--- config.mk ---
export PLATFORM = sky130hd
export DESIGN_NAME = lzd_share_arbiter
export DESIGN_NICKNAME = d
export VERILOG_FILES = /design/src/rtl/lzd_share_arbiter.sv
export SDC_FILE = /design/constraint.sdc
export NUM_CORES = 1
export LEC_CHECK = 0
export BUFFER_PORTS_ARGS = -buffer_cell sky130_fd_sc_hd__buf_2
export CORE_ASPECT_RATIO = 0.5
export CORE_MARGIN = 1
export CORE_UTILIZATION = 50
export DETAILED_ROUTE_END_ITERATION = 16
export PLACE_DENSITY = 0.74
export RECOVER_POWER = 25
export SLEW_MARGIN = 20
export SYNTH_ARGS = -nofsm -noshare
export SYNTH_HDL_FRONTEND = slang
export SYNTH_SLANG_ARGS = --single-unit
--- constraint.sdc ---
create_clock -name clk -period 8.4 [get_ports clk]
set_input_delay 1.68 -clock clk [delete_from_list [all_inputs] [get_ports clk]]
set_output_delay 1.68 -clock clk [all_outputs]
set_load 0.02 [all_outputs]
--- src/rtl/lzd_share_arbiter.sv ---
// Round-robin shared 48-bit leading-zero-detect/normalize unit.
// Two stages: S1 holds the granted operand, S2 holds the registered result.
module lzd_share_arbiter #(
  parameter int NREQ = 4,
  parameter int W    = 48,
  localparam int IDW = $clog2(NREQ)
) (
  input  logic                  clk,
  input  logic                  rst,
  input  logic [NREQ-1:0]       req_valid,
  input  logic [NREQ*W-1:0]     req_data,
  output logic [NREQ-1:0]       req_ready,
  output logic                  rsp_valid,
  input  logic                  rsp_ready,
  output logic [IDW-1:0]        rsp_id,
  output logic [5:0]            rsp_lzc,
  output logic                  rsp_zero,
  output logic [W-1:0]          rsp_norm
);

  logic [NREQ-1:0][W-1:0] req_op;
  logic [2:1]             vld_pipe;
  logic [IDW-1:0]         ptr, s1_id, gnt_id;
  logic [W-1:0]           s1_op, norm;
  logic [5:0]             lzc;
  logic                   zero, gnt_any, stall;

  assign req_op    = req_data;
  assign rsp_valid = vld_pipe[2];
  assign stall     = vld_pipe[2] & ~rsp_ready;

  // Rotating priority search starting just after the last granted ID.
  always_comb begin
    int j;
    j       = 0;
    gnt_any = 1'b0;
    gnt_id  = '0;
    for (int k = 1; k <= NREQ; k++) begin
      j = int'(ptr) + k;
      if (j >= NREQ) j = j - NREQ;
      if (!gnt_any && req_valid[j]) begin
        gnt_any = 1'b1;
        gnt_id  = IDW'(j);
      end
    end
  end

  always_comb begin
    req_ready = '0;
    if (gnt_any && !stall && !rst) req_ready[gnt_id] = 1'b1;
  end

  // Highest set bit wins because later iterations overwrite earlier ones.
  always_comb begin
    lzc = 6'(W);
    for (int i = 0; i < W; i++)
      if (s1_op[i]) lzc = 6'(W - 1 - i);
    zero = ~|s1_op;
    norm = s1_op << lzc;
  end

  always_ff @(posedge clk) begin
    if (rst) begin
      ptr      <= IDW'(NREQ - 1);
      vld_pipe <= '0;
      s1_id    <= '0;
      s1_op    <= '0;
      rsp_id   <= '0;
      rsp_lzc  <= '0;
      rsp_zero <= 1'b0;
      rsp_norm <= '0;
    end else if (!stall) begin
      vld_pipe <= {vld_pipe[1], gnt_any};
      if (vld_pipe[1]) begin
        rsp_id   <= s1_id;
        rsp_lzc  <= lzc;
        rsp_zero <= zero;
        rsp_norm <= norm;
      end
      if (gnt_any) begin
        s1_id <= gnt_id;
        s1_op <= req_op[gnt_id];
        ptr   <= gnt_id;
      end
    end
  end

endmodule
==> results of run 1 <==
## cell type report
cell class / instances / area (sq um) / share of cell area
diodes: 1 / 2.50 / 0.000245
clock buffers: 10 / 239 / 0.0234
clock inverters: 6 / 75.1 / 0.00734
inverters: 12 / 45.0 / 0.00440
multi-input cells: 989 / 5990 / 0.585
flip-flops and latches: 111 / 2220 / 0.217
well taps: 227 / 284 / 0.0278
repair buffers: 277 / 1380 / 0.135
## layout by cell type (no fill, tap or decap), types with 9 or more instances in the layout
master | netlist | layout
sky130_fd_sc_hd__buf_2 | 8 | 218
sky130_fd_sc_hd__nor2_1 | 134 | 134
sky130_fd_sc_hd__a22oi_1 | 34 | 34
sky130_fd_sc_hd__nand2_1 | 258 | 258
sky130_fd_sc_hd__nand2b_1 | 10 | 10
sky130_fd_sc_hd__a222oi_1 | 11 | 11
sky130_fd_sc_hd__a311oi_1 | 48 | 48
sky130_fd_sc_hd__mux2_2 | 14 | 14
sky130_fd_sc_hd__nand3_1 | 18 | 18
sky130_fd_sc_hd__a221oi_1 | 10 | 10
sky130_fd_sc_hd__o211ai_1 | 17 | 17
sky130_fd_sc_hd__dfxtp_1 | 111 | 111
sky130_fd_sc_hd__o21ai_1 | 13 | 13
sky130_fd_sc_hd__inv_1 | 11 | 11
sky130_fd_sc_hd__a211oi_1 | 9 | 9
sky130_fd_sc_hd__mux2i_1 | 49 | 49
sky130_fd_sc_hd__o21ai_0 | 40 | 40
sky130_fd_sc_hd__a22o_1 | 12 | 12
sky130_fd_sc_hd__nor4_1 | 11 | 11
sky130_fd_sc_hd__buf_4 | 3 | 17
sky130_fd_sc_hd__clkbuf_1 | 70 | 42
sky130_fd_sc_hd__and3_1 | 54 | 54
sky130_fd_sc_hd__a21oi_1 | 91 | 90
sky130_fd_sc_hd__clkbuf_16 | 0 | 9
sky130_fd_sc_hd__nor3_1 | 19 | 19
## routing by layer
layer / global-route usage / part of all wire / up-vias
met5: 0 / 0 / -
met4: 0.0976 / 0.020 / 0
met3: 0.0561 / 0.10 / 64
met2: 0.581 / 0.44 / 633
met1: 0.541 / 0.44 / 5018
li1: - / - / 4863
## how the worst min path moves through the flow
stage / start / endpoint / slack (ps)
6_report: rsp_norm[15]$_SDFFE_PP0P_ / rsp_norm[15]$_SDFFE_PP0P_ / 460
3_5_place_dp: rsp_norm[15]$_SDFFE_PP0P_ / rsp_norm[15]$_SDFFE_PP0P_ / 440
2_1_floorplan: s1_id[0]$_SDFFE_PP0P_ / rsp_id[0]$_SDFFE_PP0P_ / 430
5_1_grt: s1_id[0]$_SDFFE_PP0P_ / rsp_id[0]$_SDFFE_PP0P_ / 480
4_1_cts: rsp_norm[15]$_SDFFE_PP0P_ / rsp_norm[15]$_SDFFE_PP0P_ / 450
3_3_place_gp: rsp_norm[13]$_SDFFE_PP0P_ / rsp_norm[13]$_SDFFE_PP0P_ / 440
## worst reg2reg max path, stage by stage (launching register included)
cell	delay, ps
sky130_fd_sc_hd__dfxtp_1	540
sky130_fd_sc_hd__nand2b_1	160
sky130_fd_sc_hd__a21oi_1	100
sky130_fd_sc_hd__nor4_2	440
sky130_fd_sc_hd__a2111oi_4	200
sky130_fd_sc_hd__nor2_4	490
sky130_fd_sc_hd__buf_4	490
sky130_fd_sc_hd__mux2i_1	240
sky130_fd_sc_hd__a22o_1	270
sky130_fd_sc_hd__a211oi_1	930
sky130_fd_sc_hd__a222oi_1	220
sky130_fd_sc_hd__o21ai_1	140
## kinds of logic after synthesis
| logic type | Yosys count |
|---|---|
| buffers and inverters | 107 |
| AND/OR/NAND/NOR | 541 |
| multiplexers | 75 |
| AO/OA/AOI/OAI | 373 |
| flip-flops | 111 |
## stage by stage
step	setup WS, ps	power [mW]	hold slack (ps)	instances
2_1_floorplan	3520	1.85	432	1207
3_3_place_gp	3230	2.33	435	1616
3_5_place_dp	3150	2.35	442	1616
4_1_cts	3130	2.80	454	1632
5_1_grt	2970	2.99	478	1632
6_report	3120	2.85	457	1633
## sequential cells by signal, summed over array words and instances, names as in the netlist
signal and cells:
s1_op 48, vld_pipe 2, rsp_lzc 6, rsp_zero 1, rsp_norm 48, s1_id 2, ptr 2, rsp_id 2
## report_power, final
part / switching, mW / internal (mW) / leakage, nW
Clock: 0.218 / 0.245 / 0.157
Combinational: 1.10 / 0.567 / 3.37
Sequential: 0.111 / 0.617 / 0.915
Total: 1.42 / 1.43 / 4.44
==> run summary, run 1 <==
The flow ran to the end, and the final reports show no timing, DRC or antenna violations. The total of max-cap violations came out at 0. The clock skew is 15.3 ps.

No sink is reached through more buffers than the 2 on the longest clock path. The half-perimeter wire length after detailed placement came out at around 26000 microns. The cell count after synthesis is ~1200.

The number of nets with antenna violations after detailed routing came out at 0. Broken down by cell family, the worst path's largest delay share belongs to compound AO/OA/AOI/OAI gates. The final weighted congestion of routability-driven global placement is between 0.9 and 1.

The worst setup path is launched from an input pin. The logic depth of the worst register-to-register path is 11. The maximum achievable frequency is between 150 and 200 MHz. The total grt overflow came out at 0.

The area after detailed placement is around 10000 sq um. In the final timing run, aggregate negative setup slack is 0 ps. The number of design rule violations left after detail routing came out at 0. During placement, the flow inserted port buffers numbering 260. In the final routed layout, each cell accounts on average for approximately 21 microns. TritonCTS built the clock tree.

The synthesized area divided by synthesized cell count came out at 7.14 sq um. In this run the core area contains 33 standard-cell rows. Counting both buffers and inverters, the worst setup path holds a total of 3.

The count of flip-flops with a built-in enable after synthesis came out at 0. The sequential fraction of the synthesis area came out at 0.258. The number of antenna violations at the first check in global routing came out at 0.

The clock period minus worst slack came out at 5280 ps. In the finished design, the share of the clock period the worst path needs comes to 0.629. The share of cell area taken by muxes after synthesis came out at 0.0971. The final-layout fill cell count came out at roughly 1600.

The total clock sinks is approximately 110. The type of the worst min-delay path is flip-flop to flip-flop. Setup repair after global routing left no endpoint under its margin. The total iterations of the first detailed-routing run came out at 5. The routed layout has between 10000 and 15000 vias. Of the cells placed in the final design, the portion with a size suffix greater than 1 is 0.216. By instance count, the leading cell after synthesis is sky130_fd_sc_hd__nand2_1. The leakage power of the design is about 4.4 nW. The Yosys warning count came out at 0.

The share of the synthesized area in the top cell type came out at 0.258. The worst setup slack for register-to-register paths is 4110 ps. The width of the chip is ~190 microns. The number of post-CTS setup repair buffers came out at 0. The DRC violation total after the first TritonRoute iteration came out at roughly 1500. The final hold violation count came out at 0.

In this run the critical register-to-register path is captured at rsp_norm[31]$_SDFFE_PP0P_. The area of all placed cells without fillers is 10200 sq um. The number of buffers inserted during clock tree synthesis came out at 9.

The slowest stage of the critical path belongs to the cell sky130_fd_sc_hd__o221a_4. The critical register-to-register path startpoint is s1_op[25]$_SDFFE_PP0P_. The max-slew violation count is 0.

The clock-pin transition on the worst setup and hold timing paths is around 90 ps. The relative slew slack is 0.228. The quantity of gates resized following cts is 0. For this run, the post-layout net count is about 1600.

The launching instance or port of the critical path is req_valid[2]. The global routing usage summed across all routing layers is 0.375. The number of vias per cell is approximately 6.5. The largest voltage drop on the vdd net is approximately 0.15 mV. The largest fanout of any net on the critical path came out at 98. The number of gates on the worst path with buffers counted is 7. The core outline area came out at ~17000 sq um.

The via count of the first global-routing pass came out at a little over 9000. The total power per unit cell area came out at between 200 and 300 nW/um^2. The setup path with the least slack is of type input pin to primary output.

The distinct cell type count of the synthesized netlist is 79. Of the total synthesized cell area, the portion taken by XOR and XNOR cells is 0. In the post-synthesis netlist, the biggest area contributors are sky130_fd_sc_hd__dfxtp_1, sky130_fd_sc_hd__nand2_1, sky130_fd_sc_hd__nor2_1.

The number of top-level design ports is 261. Counting instances in the post-synthesis netlist gives the leading cell types as sky130_fd_sc_hd__nand2_1, sky130_fd_sc_hd__nor2_1, sky130_fd_sc_hd__dfxtp_1. The most area-hungry cell type in the Yosys netlist is sky130_fd_sc_hd__dfxtp_1. Walking the worst path, the cells encountered are buf_2, inv_1, nand2_1, a21o_1, o221a_4, and3_1, buf_2. Along the worst hold path, the cell count comes to 2. The cell repeated most along the worst path is sky130_fd_sc_hd__buf_2.

The area fraction in and, or, nand and nor cells after synthesis came out at 0.278. The netlist area before placement came out at approximately 8600 sq um. The share of synthesized registers carrying an async set or reset came out at 0. The first-pass GRT wire length came out at ~52000 microns. The slew at the pin closest to its max-slew limit came out at between 1000 and 1500 ps. The destination of the critical timing path is req_ready[0].

At the end of the flow the core is filled with cells to 0.616. For the worst setup path, the data arrival time is 3600 ps. The later pin in the worst-skew pair is clocked with a latency of 360 ps. The clock root buffer is sky130_fd_sc_hd__clkbuf_16. The number of hold buffers added after CTS was 0. After synthesis the netlist holds a flip-flop and latch count of approximately 110. The die area is between 15000 and 20000 sq um. The initial cell density of the core is 0.519. Setup violations remaining at the end of the flow were counted as 0.

From bottom edge to top edge, the die measures between 90 and 100 microns. The main flop type after synthesis is sky130_fd_sc_hd__dfxtp_1. The number of levels in the clock H-tree came out at 3.

Summed over all layers, the routed wires come to 34500 microns. The post-synthesis compound-gate area fraction came out at 0.314. The area growth from synthesis to layout came out at 18.7%. The delay contributed by the slowest stage of the critical path came out at just under 900 ps. At the worst endpoint, the required time is between 6000 and 7000 ps. The combinational family with the most area after synthesis is compound AO/OA/AOI/OAI gates. The worst setup path is captured at a primary output. The largest net degree at the start of global routing is approximately 110.

The net count after synthesis is around 1400. Of the total synthesized cell area, the portion taken by full adders, half adders and majority gates is 0.
Note: power is estimated with default switching activity, not from simulation.
==> run 2, diff against run 1 <==
clock period = 5.5 ns   (was 8.4 ns; I/O delays follow)
==> run summary, run 2 (synthesized netlist as in run 1, its figures left out) <==
The run finished with clean final reports. The number of antenna violations at the first check in global routing came out at 0. In this run the standard cell core region covers ~17000 sq um.

Among cell families on the critical path, the largest total delay comes from simple AND/OR/NAND/NOR gates. The critical path contains buffers and inverters numbering 0 combined. Entering global routing, the biggest net connects ~100 pins. The critical path is of the flip-flop to flip-flop type. The number of placement rows came out at 33. Buffers placed on the I/O ports in this run total 260. After clock tree synthesis, the clock-pin slew on the worst setup and hold paths is around 80 ps. For this design the static power due to leakage is roughly 4.5 nW. The die covers 17800 sq um.

The share of the cycle needed by the critical path after routing is 0.760. The worst hold path belongs to the class flip-flop to flip-flop. The half-perimeter wire length after detailed placement is about 27000 microns. The delay contributed by the slowest stage of the critical path came out at ~760 ps.

The quantity of gates resized following cts came out at 0. The layout has ~1600 filler cells. Setup total negative slack on the finished layout was measured at 0 ps.

The average routed wire per standard cell came out at about 22 microns. The total of max-cap violations came out at 0. The largest fanout of any net on the critical path is 10. The met2 usage came out at 0.578. The final hold slack is 455 ps. The latest clock arrival within the worst-skew pair is between 300 and 400 ps. The met1 usage is 0.552. The slew at the pin closest to its max-slew limit is roughly 1200 ps. The total power per unit cell area is about 430 nW/um^2. The library cells used most frequently in the layout, excluding fill and tap cells, are sky130_fd_sc_hd__nand2_1, sky130_fd_sc_hd__buf_2, sky130_fd_sc_hd__nor2_1, sky130_fd_sc_hd__dfxtp_1, sky130_fd_sc_hd__a21oi_1. The total clock sinks is 111. The number of buffers inserted during clock tree synthesis came out at 9. After routing the design area is around 10000 sq um. In the final design database the tool counted between 1500 and 2000 nets.

The detail route stage leaves a number of antenna-violating nets equal to 0. The die is 94.9 microns tall. At the worst endpoint, the arrival time is between 4000 and 5000 ps. The maximum achievable frequency came out at ~240 MHz. The first-pass GRT wire length is 53100 microns. The relative slew slack came out at 0.205. The clock period minus worst slack is between 4000 and 5000 ps.

The area after detailed placement came out at 10000 sq um. The DRC violation total after the first TritonRoute iteration came out at roughly 1300. The clock skew is ~13 ps. The area growth from synthesis to layout came out at 19.3%. For this run, design rule violations remaining after detail routing come to 0.

The number of post-CTS setup repair buffers is 0. The largest voltage drop on the vdd net is between 0.2 and 0.25 mV. The required time at the endpoint of the critical path came out at 5790 ps. The max-slew violation count is 0.

The tree is rooted in a sky130_fd_sc_hd__clkbuf_16. The critical path endpoint category is a flip-flop. The largest registers in the layout are rsp_norm: 48 flops, s1_op: 48 flops, rsp_lzc: 6 flops.

The number of inserted diodes is 0. The initial utilization of the core area, before any placement, comes to 0.519. Buffers inserted to repair hold after CTS numbered 0. The width of the chip is 188 microns. The via count of the first global-routing pass came out at 9296. The number of vias per cell came out at about 6.5. The ratio of cells with drive above 1 in the final layout came out at 0.217. Setup repair after global routing left no endpoint under its margin. The final hold violation count came to 0. The number of buffers on the longest clock path is 2. The global routing usage summed across all routing layers is 0.383. TritonCTS built the clock tree. Routability-driven placement finished with a final weighted congestion of between 1 and 1.5. The wire length after detailed routing came out at 35400 microns. Leaving out fill and tap cells, the most frequent cell in the layout is sky130_fd_sc_hd__nand2_1. The global-route layer with the greatest usage is met2. The detailed router placed ~11000 vias in this run. Setup violations remaining at the end of the flow were counted as 0. The worst setup path is launched from a flip-flop. For this run, the detailed router's first-pass iteration total came to 6. The global routing usage on met3 came out at 0.0687. The total grt overflow is 0. The number of levels in the clock H-tree is 3. In this run the count of I/O pins placed on the die edge is about 260. Traced cell by cell, the critical path runs through or4_1, nor4b_1, and2b_1, nand2_1, and2_1, nor2_1, o21ai_0, nand4_1. The slowest cell on the critical path is sky130_fd_sc_hd__nor4b_1.
run 2: area by class of cell:
cell class                      count  area, sq um  area share
Tap cell                          227          284      0.0276
Sequential cell                   111         2220       0.216
Clock buffer                       10          239      0.0232
Multi-Input combinational cell    989         6000       0.583
Inverter                           12         45.0     0.00438
Timing Repair Buffer              280         1400       0.136
Clock inverter                      6         97.6     0.00949
run 2: final timing paths:
kind	from	endpoint	cells past startpoint	slack (ps)
worst max register to register	s1_op[24]$_SDFFE_PP0P_	rsp_norm[45]$_SDFFE_PP0P_	8	1320
worst min register to register	rsp_norm[13]$_SDFFE_PP0P_	rsp_norm[13]$_SDFFE_PP0P_	2	460
worst min-delay path	rsp_norm[13]$_SDFFE_PP0P_	rsp_norm[13]$_SDFFE_PP0P_	2	460
worst max-delay path	s1_op[24]$_SDFFE_PP0P_	rsp_norm[45]$_SDFFE_PP0P_	8	1320
run 2: report_power, final:
| part | leakage [nW] | switching [mW] | total (mW) | internal (mW) |
|---|---|---|---|---|
| Clock | 0.166 | 0.330 | 0.750 | 0.420 |
| Sequential | 0.915 | 0.174 | 1.12 | 0.942 |
| Combinational | 3.38 | 1.69 | 2.57 | 0.878 |
| Total | 4.46 | 2.20 | 4.44 | 2.24 |
run 2: tightest hold or removal path, delay by kind of cell (launching register included):
kind,cells,cell delay [ps]
DFF,1,330
AOI/OAI and AO/OA,1,50
and+or+nand+nor,1,40
run 2: per-stage QoR:
stage / power [mW] / std cells / util / setup WS (ps)
6_report: 4.44 / 1635 / 0.620 / 1320
2_1_floorplan: 2.82 / 1207 / - / 1780
4_1_cts: 4.35 / 1635 / 0.623 / 1500
5_1_grt: 4.63 / 1635 / 0.620 / 1090
3_3_place_gp: 3.60 / 1619 / 0.602 / 1550
3_5_place_dp: 3.61 / 1619 / 0.602 / 1520
run 2: per-layer routing:
layer,wire length (microns),vias to the layer above,share of wire
li1,-,4864,-
met4,887,0,0.025
met5,0,-,0
met3,3620,83,0.10
met2,15200,681,0.43
met1,15700,4983,0.44
==> run 3, diff against run 2 <==
clock period = 4.1 ns   (was 5.5 ns; I/O delays follow)
==> run summary, run 3 (synthesized netlist as in run 1, its figures left out) <==
The run finished with clean final reports. Setup violations remaining at the end of the flow were counted as 0. The top cell types in the final layout, fill and taps aside, are sky130_fd_sc_hd__nand2_1, sky130_fd_sc_hd__buf_2, sky130_fd_sc_hd__nor2_1, sky130_fd_sc_hd__dfxtp_1, sky130_fd_sc_hd__a21oi_1. The first-pass GRT wire length came out at 54400 microns.

The cell repeated most along the worst path is sky130_fd_sc_hd__buf_4. Among all stages on the critical path, the largest delay is contributed by sky130_fd_sc_hd__o41ai_2. The largest net degree at the start of global routing came out at 104. The number of buffers on the longest clock path came out at 2. The number of placed instances, taps included came out at approximately 1700. The pre-antenna-repair detailed-routing pass consisted of 7 iterations. Measured along the y axis, the die boundary spans around 95 microns. The number of buffers inserted during clock tree synthesis is 9. The latest clock arrival within the worst-skew pair is between 300 and 400 ps.

The average routed wire per standard cell came out at between 20 and 25 microns. The worst setup slack before clock tree synthesis came out at 278 ps. The maximum achievable frequency came out at roughly 260 MHz. The largest registers in the layout are rsp_norm: 48 flops, s1_op: 48 flops, rsp_lzc: 6 flops. Row generation in the floorplan step produced 33 rows.

The most frequent standard cell in the layout excluding fill and tap cells is sky130_fd_sc_hd__nand2_1. STA classifies the critical path startpoint as a flip-flop. The total grt overflow is 0. The number of vias per cell came out at around 6.5. The count of input and output buffers is between 200 and 300. The global routing usage summed across all routing layers is 0.395. Setup repair after global routing left no endpoint under its margin. After clock tree synthesis, the clock-pin slew on the worst setup and hold paths is approximately 90 ps.

The clock skew came out at ~22 ps. The DRC violation total after the first TritonRoute iteration came out at between 1000 and 1500. The met2 usage is 0.608. The type of the worst min-delay path is flip-flop to flip-flop.

Across the VDD grid, the largest voltage drop is 0.274 mV. The total buffers and inverters traversed by the critical path is 2. The largest fanout of any net on the critical path is 14.

The critical register-to-register path startpoint is s1_op[0]$_SDFFE_PP0P_. The area growth from synthesis to layout is 22.0%. The slew at the pin closest to its max-slew limit is around 1000 ps. The global routing stage identified its most utilized layer as met2.

The number of design rule violations left after detail routing is 0. The total negative slack for setup checks came out at 0 ps. The number of antenna violations at the first check in global routing is 1.

The die area is roughly 18000 sq um. The max-slew violation count came out at 0. For met1 alone, demand over resource in global routing was 0.575. The global routing usage on met3 came out at 0.0706.

After clock tree synthesis, the setup repair step added 0 buffers. The relative slew slack came out at 0.303. The layout has ~1600 filler cells. Summed over all nets, the half-perimeter wirelength after detailed placement is about 28000 microns. The core outline area is 16600 sq um. For this design the top-level I/O count stands at around 260. The overall via count from detail_route is 10800. The total of max-cap violations came out at 0.

The worst hold path terminates at rsp_lzc[5]$_SDFFE_PP0P_. The launch instance of the worst min-delay path is rsp_lzc[5]$_SDFFE_PP0P_. The delay contributed by the slowest stage of the critical path came out at a little under 600 ps. The worst hold path passes through 2 cells. The total power is between 6 and 7 mW. For this block, the routed nets add up to roughly 36000 microns of wire. The detail route stage leaves a number of antenna-violating nets equal to 0. STA classifies the critical path endpoint as a flip-flop.

The logic depth of the worst register-to-register path is 12. The worst setup path is of the flip-flop to flip-flop kind. The critical path goes through nor2_1, o311ai_1, a31oi_1, o41ai_2, a2bb2oi_2, buf_4, buf_4, a21oi_1, o2bb2ai_1, mux2i_1, a22oi_1, a211oi_1. TritonCTS built the clock tree.

The worst setup slack for register-to-register paths is 190 ps. The ratio of cells with drive above 1 in the final layout came out at 0.235. The via count of the first global-routing pass came out at around 9300. The final hold violation count came out at 0. At the worst endpoint, the arrival time is ~4200 ps.

The required time at the endpoint of the critical path came out at 4380 ps. The clock period minus worst slack is about 4000 ps. The die is 188 microns wide. The post-layout worst setup margin is approximately 190 ps. The final layout contains about 1600 nets.

The clock net in this run drives a total of 111 sinks. The leakage power of the design came out at 4.61 nW. The filler-free cell count of the finished design is 1668.

The tree is rooted in a sky130_fd_sc_hd__clkbuf_16. The total power per unit cell area came out at a little under 600 nW/um^2. The number of levels in the clock H-tree came out at 3. In this run the critical register-to-register path is captured at rsp_norm[22]$_SDFFE_PP0P_. The initial cell density of the core is 0.519. The final weighted congestion of routability-driven global placement is 1.01. The share of the cycle needed by the critical path after routing is 0.954. The cell class contributing the biggest share of worst-path delay is compound AO/OA/AOI/OAI gates.
[run 3: stage by stage]
stage,util,hold WS (ps),cell area (sq um)
detailed placement,0.618,440,10300
floorplan,-,432,8620
global placement,0.618,432,10300
CTS,0.637,461,10600
finish,0.634,461,10500
global route,0.634,481,10500
[run 3: how the worst max path moves through the flow]
stage                                 from  slack, ps  cells after the start                        end
CTS                  s1_op[0]$_SDFFE_PP0P_        260                     11  rsp_norm[15]$_SDFFE_PP0P_
finish               s1_op[0]$_SDFFE_PP0P_        190                     12  rsp_norm[22]$_SDFFE_PP0P_
global placement     s1_op[1]$_SDFFE_PP0P_        350                     11  rsp_norm[15]$_SDFFE_PP0P_
global route        s1_op[25]$_SDFFE_PP0P_        100                     11  rsp_norm[35]$_SDFFE_PP0P_
detailed placement   s1_op[0]$_SDFFE_PP0P_        280                     11  rsp_norm[15]$_SDFFE_PP0P_
floorplan                     req_valid[2]        940                      8               req_ready[0]
[run 3: metal layers]
metal	vias up	part of all wire
met2	711	0.43
met4	2	0.017
met3	76	0.11
li1	4937	-
met1	5118	0.44
met5	-	0.00036
[run 3: layout make-up]
type,count,area [sq um],share of cell area
clock buffers,9,225,0.0214
inverters,12,45.0,0.00428
well taps,227,284,0.0270
clock inverters,7,86.3,0.00821
multi-input cells,989,5990,0.570
repair buffers,312,1660,0.158
diodes,1,2.50,0.000238
flip-flops and latches,111,2220,0.211
[run 3: worst register-to-register path, delay by kind of cell (launching register included)]
kind | cells | cell delay [ps]
AOI/OAI and AO/OA | 8 | 2290
buffers and inverters | 2 | 540
muxes | 1 | 470
DFF | 1 | 460
and+or+nand+nor | 1 | 80
[run 3: power by group]
part           internal, mW  total [mW]  switching (mW)
sequential             1.26        1.49           0.223
combinational          1.29        3.65            2.36
clock                 0.440       0.936           0.496
total                  3.00        6.08            3.08
[run 3: repair_timing]
| action | CTS | global route |
|---|---|---|
| resized for setup | 0 | 1 |
| endpoints found under the hold margin | 0 | 0 |
| hold buffers | 0 | 0 |
| endpoints found under the setup margin | 0 | 5 |
